--- src/rtl/reg_file.sv ---
// reg_file: 8x16 architectural register file with R0 tied to zero and a registered NZCV flags word.
module reg_file #(
  parameter int DATA_W   = 16,
  parameter int ADDR_W   = 3,
  parameter int NUM_REGS = 8
) (
  input  logic              clk,
  input  logic              rst,
  input  logic [ADDR_W-1:0] rd_addr_a,
  input  logic [ADDR_W-1:0] rd_addr_b,
  output logic [DATA_W-1:0] rd_data_a,
  output logic [DATA_W-1:0] rd_data_b,
  input  logic              wr_en,
  input  logic [ADDR_W-1:0] wr_addr,
  input  logic [DATA_W-1:0] wr_data,
  input  logic              flag_we,
  input  logic              alu_carry,
  input  logic              alu_overflow,
  input  logic              alu_zero,
  input  logic              alu_negative,
  output logic [3:0]        flags
);
  logic [DATA_W-1:0] regs_q [NUM_REGS];
  logic [DATA_W-1:0] regs_d [NUM_REGS];
  logic [3:0]        flags_q, flags_d;
  // Reads see only registered state, so a write never bypasses to the ALU operands.
  assign rd_data_a = (rd_addr_a == '0) ? '0 : regs_q[rd_addr_a];
  assign rd_data_b = (rd_addr_b == '0) ? '0 : regs_q[rd_addr_b];
  assign flags     = flags_q;
  always_comb begin
    regs_d = regs_q;
    if (wr_en && wr_addr != '0) regs_d[wr_addr] = wr_data;
    flags_d = flag_we ? {alu_negative, alu_zero, alu_carry, alu_overflow} : flags_q;
  end
  always_ff @(posedge clk) begin
    if (rst) begin
      regs_q  <= '{default: '0};
      flags_q <= '0;
    end else begin
      regs_q  <= regs_d;
      flags_q <= flags_d;
    end
  end
endmodule

--- config.mk ---
export PLATFORM = sky130hd
export DESIGN_NAME = reg_file
export DESIGN_NICKNAME = d
export VERILOG_FILES = /design/src/rtl/reg_file.sv
export SDC_FILE = /design/constraint.sdc
export NUM_CORES = 1
export LEC_CHECK = 0
export ABC_CLOCK_PERIOD_IN_PS = 2100
export CAP_MARGIN = 20
export CORE_MARGIN = 8
export CORE_UTILIZATION = 40
export CTS_BUF_LIST = sky130_fd_sc_hd__clkbuf_8
export CTS_CLUSTER_SIZE = 16
export DETAILED_ROUTE_END_ITERATION = 10
export SLEW_MARGIN = 20
export SYNTH_ARGS = -nofsm -noshare
export SYNTH_HDL_FRONTEND = slang
export SYNTH_SLANG_ARGS = --single-unit
--- constraint.sdc ---
create_clock -name clk -period 2.1 [get_ports clk]
set_input_delay 0.525 -clock clk [delete_from_list [all_inputs] [get_ports clk]]
set_output_delay 0.525 -clock clk [all_outputs]
set_load 0.005 [all_outputs]
== After elaboration in Yosys (flattened, before gate mapping) ==
Index checks and enable logic that the tools add are counted.
Storage, ports and cells
  register bits: 132
  output and inout bits: 36
  logic and storage cells: 32
Cells by class
  order comparisons: 4
  muxes and demuxes: 11
  bitwise logic cells: 3
  reduce and logical (&&, ||, !) cells: 5
Operators by type and width (number)
  bitwise mux 128 bit: 1
  two-way mux 16 bit: 7
  binary-select mux 16 bit (select 3 bit): 2
  demux 16 bit (select 3 bit): 1
  greater-or-equal comparator 4 bit (second input constant): 3
  NOT 3 -> 4 bit: 3
  logical NOT 3 bit: 2
  < comparator 4 x 1 -> 1 bit (second input constant): 1
  nonzero test 3 bit: 1
  logical AND 1 bit: 2

== Longest topological paths before layout ==
  word-level depth: 6
  gate-level depth with buffers: 6
  mapped depth without buffers: 3

== Worst setup path before layout ==
Ideal clock, no wire load.
  path type: input-to-output
  start point: input rd_addr_b[1]
  end point: output rd_data_b[10]
  arrival: 1.392 ns
  slack: 0.183 ns
  stages on the path: 5
  buffers on the path: 3
  cells stage by stage: buf_4 -> and2_1 -> clkbuf_2 -> buf_6 -> a221oi_1
On the way
  longest elaborated chain between the ends: 5
  elaborated cells between the ends (all ways): 6
  those cells by class: mux: 4; bitwise: 1; reduce/logical: 1
RTL lines
  start: declaration: RTL line 10  | input logic [ADDR_W-1:0] rd_addr_b,
  NOT 3 -> 4 bit (not written as such): RTL line 28  | assign rd_data_b = (rd_addr_b == '0) ? '0 : regs_q[rd_addr_b];
  binary-select mux 16 bit (select 3 bit): RTL line 28
  two-way mux 16 bit (not written as such) (2 in series): RTL line 28
  two-way mux 16 bit (*): RTL line 28
  end: declaration: RTL line 12  | output logic [DATA_W-1:0] rd_data_b,
Mark *: on every way between the ends. The rest lies on a longest branch, timed or not. The select of a mux whose other input is x is not followed.

== Final worst setup path ==
  start point: input rd_addr_b[0]
  end point: output rd_data_b[13]
The elaborated chain is that of the path after synthesis.

==> metrics.csv <==
metric;value;unit
share of synthesized cell area in full adder, half adder and majority cells;0;%
wire length reported by the detailed router;22200;um
H-tree lvl count;4;
basic-gate share of the synthesized area counting and, or, nand and nor cells;16.9;%
placed cell count;982;
total clock buffers created by CTS;17;
largest net degree at the start of global routing;54;
total inserted antenna cells;0;
area taken by flip-flops and latches;2320;um^2
Avg WL per Cell;21.7;um
final global-route overflow total;0;
kind of end point of the critical path;output pin;
setup repair after global routing missed its margin;true;
leakage;3.16;nW
worst setup margin;-0.0560;ns
highest metal used;met4;
status;finished, violations left;
met3 wire length;1540;um
Worst-Margin Slew;0.462;ns
final RePlAce weighted congestion;0.892;
number of instances in the synthesized netlist;713;
WP data arrival;1.63;ns
register bit count reported by yosys;116;
failing checks;setup timing;
Final Setup Violations;16;
mux share of post-synthesis cell area;16.5;%
global-route wire length before repair;34100;um
Avg Vias per Cell;5.79;
die boundary height;142;um
first-pass detailed-route iteration total;5;
wire length on met2;10700;um
Setup Crit Path Kind;primary input to output pin;
count of distinct cell types in the synthesized netlist;26;
Syn-to-layout area delta;37.7;%
DRC marker count from the first detailed-route iteration;547;
hpwl dp;14200;um
fraction of final layout cells with drive strength greater than 1;36.6;%
Std-Cell Rows;46;
die footprint;20000;um^2
Floorplan Core Area;15700;um^2
root cell of the clock tree;sky130_fd_sc_hd__clkbuf_8;
Setup Slack @ Placement;-0.898;ns
synthesized cell area;6300;um^2
dominant combinational cell family by area after synthesis;compound AO/OA/AOI/OAI gates;
clock sink count;116;
number of hold violations in the final report;0;
mean post-synth cell area;8.84;um^2
Total Power;5.11;mW
number of nets produced by synthesis;746;
CP max FO;5;
Detail Route Antenna Nets;0;
post-layout utilization of the core;55.5;%
max-slew violations;0;
Layout fillers;1384;
Max-slew headroom;69.1;%
leading post-synthesis cells by cell area;sky130_fd_sc_hd__dfxtp_1 (37%), sky130_fd_sc_hd__nand2_1 (13%), sky130_fd_sc_hd__mux2i_1 (11%);
final std cells w/o fill;1022;
power density over cell area;589;nW/um^2
Final Cycle Share;103;%
total routing resource utilization after global routing;22.0;%
final critical path time including I/O delays and setup;2.16;ns
antenna violations before repair;0;
endpoint required time on the critical path;1.57;ns
part of the Yosys area used for sequential elements;36.8;%
fin nets;826;
maximum achievable frequency;0.464;GHz
number of global-route vias before repair;6066;
Yosys warning count;0;
port bufs;68;
worst clock skew on the final layout;0;ns
Bufs on Longest Clock Path;2;
Compound-Gate Fraction of Synth Area;21.5;%
Hold/Removal Path Class;primary input to flop;
number of maximum-capacitance violations;0;
initial core utilization;40.3;%
Routed met1 length;9310;um
Setup crit start kind;primary input;
die span in x;142;um
maximum vdd drop;0.000497;V
number of remaining DRC errors;0;
vias after detailed routing;5913;
area share of the leading cell type in the synthesized netlist;36.8;%
clock latency reported for the late side of the worst-skew pair;0.44;ns
final-layout setup total negative slack;-0.314;ns
CTS clock-pin slew for the worst setup and hold paths;0.07;ns
synthesized-area fraction occupied by xor and xnor cells;0;%
hold_buf cts;0;
TritonCTS clock tree;yes;
area of the multi-input gates;4330;um^2
cell type contributing the most total cell area after synthesis;sky130_fd_sc_hd__dfxtp_1;
Top Ports;69;
power breakdown:
part	internal, mW	switching (mW)
combinational	0.441	0.513
sequential	2.25	0.0468
clock	0.933	0.930
total	3.62	1.49
cells in the final DEF, fill, tap and decap left out, types with 2 or more instances in the layout:
cell type,netlist,routed
sky130_fd_sc_hd__a21oi_1,62,62
sky130_fd_sc_hd__a21oi_2,50,50
sky130_fd_sc_hd__a221oi_2,7,31
sky130_fd_sc_hd__a221oi_4,0,32
sky130_fd_sc_hd__and2_4,0,2
sky130_fd_sc_hd__and4b_1,3,3
sky130_fd_sc_hd__and4bb_1,3,3
sky130_fd_sc_hd__buf_12,1,24
sky130_fd_sc_hd__buf_16,0,2
sky130_fd_sc_hd__buf_2,14,34
sky130_fd_sc_hd__buf_4,17,30
sky130_fd_sc_hd__buf_6,18,9
sky130_fd_sc_hd__buf_8,1,5
sky130_fd_sc_hd__clkbuf_8,0,18
sky130_fd_sc_hd__clkdlybuf4s50_1,0,29
sky130_fd_sc_hd__clkinv_2,0,6
sky130_fd_sc_hd__clkinvlp_4,0,2
sky130_fd_sc_hd__dfxtp_1,116,114
sky130_fd_sc_hd__dfxtp_2,0,2
sky130_fd_sc_hd__inv_1,0,4
sky130_fd_sc_hd__mux2_4,0,32
sky130_fd_sc_hd__mux2i_1,68,66
sky130_fd_sc_hd__mux2i_2,0,2
sky130_fd_sc_hd__nand2_1,220,220
sky130_fd_sc_hd__nand2_2,4,4
sky130_fd_sc_hd__nand4b_2,3,3
sky130_fd_sc_hd__nand4bb_1,3,3
sky130_fd_sc_hd__nor2_1,4,4
sky130_fd_sc_hd__nor2b_4,0,4
worst max-delay path, cell delays in order:
cell	delay, ns
sky130_fd_sc_hd__buf_12	0.12
sky130_fd_sc_hd__buf_12	0.14
sky130_fd_sc_hd__mux2_4	0.30
sky130_fd_sc_hd__a221oi_2	0.23
sky130_fd_sc_hd__buf_4	0.15
sky130_fd_sc_hd__a221oi_2	0.03
sky130_fd_sc_hd__buf_2	0.13
flip-flops by register name, summed over array words and instances, names as in the netlist:
register	cells
flags	4
regs_q	112
cell families (layout without fill, tap and decap cells):
family | count (synthesis) | in the layout
simple gates | 248 | 248
compound gates | 176 | 176
flops | 116 | 116
mux | 100 | 100
buf+inv | 73 | 166
per-stage QoR:
stage	hold slack, ns	cell area, um^2
CTS	0.426	8530
detailed placement	0.458	7400
floorplan	0.442	6300
global placement	0.451	7400
global route	0.435	8680
finish	0.450	8680
layout make-up:
cell class / count / area share (%)
clock buffer: 18 / 2.85
clock inverter: 14 / 1.14
multi-input combinational: 524 / 49.9
sequential: 116 / 26.8
tap: 216 / 3.11
timing repair buffer: 134 / 16.2
path summary, 6_finish.rpt:
check / start / end / slack [ns] / cells past startpoint
min reg2reg: regs_q[80] / regs_q[80] / 0.47 / 2
max: rd_addr_b[0] / rd_data_b[13] / -0.06 / 7
min: rst / regs_q[45] / 0.45 / 2
max reg2reg: regs_q[98] / regs_q[98] / 1.31 / 2
timing repair:
item,4_1_cts,5_1_grt
endpoints found under the setup margin,32,32
gates resized for setup,290,29
gates cloned,3,0
buffers inserted,7,0
pin swaps,39,33
cell usage after synthesis:
cell type and n:
sky130_fd_sc_hd__buf_2 14, sky130_fd_sc_hd__buf_1 3, sky130_fd_sc_hd__a221oi_2 7, sky130_fd_sc_hd__a21oi_1 62, sky130_fd_sc_hd__clkbuf_1 14, sky130_fd_sc_hd__and2_1 2, sky130_fd_sc_hd__buf_6 18, sky130_fd_sc_hd__mux2_2 32
sky130_fd_sc_hd__dfxtp_1 116, sky130_fd_sc_hd__and4b_1 3, sky130_fd_sc_hd__a221oi_1 57, sky130_fd_sc_hd__nand4_1 1, sky130_fd_sc_hd__buf_12 1, sky130_fd_sc_hd__nand4bb_1 3, sky130_fd_sc_hd__nor2b_1 4, sky130_fd_sc_hd__nand4b_2 3
sky130_fd_sc_hd__nand2_2 4, sky130_fd_sc_hd__clkbuf_2 5, sky130_fd_sc_hd__a21oi_2 50, sky130_fd_sc_hd__buf_4 17, sky130_fd_sc_hd__nand2_1 220, sky130_fd_sc_hd__mux2i_1 68, sky130_fd_sc_hd__and4_1 1, sky130_fd_sc_hd__nor2_1 4
sky130_fd_sc_hd__buf_8 1, sky130_fd_sc_hd__and4bb_1 3
layer usage:
metal | GRT usage, % | vias to the layer above
li1 | - | 2703
met1 | 26.9 | 2877
met2 | 37.2 | 280
met3 | 5.11 | 53
met4 | 7.97 | 0
met5 | 0 | -
Note: power is estimated with default switching activity, not from simulation.
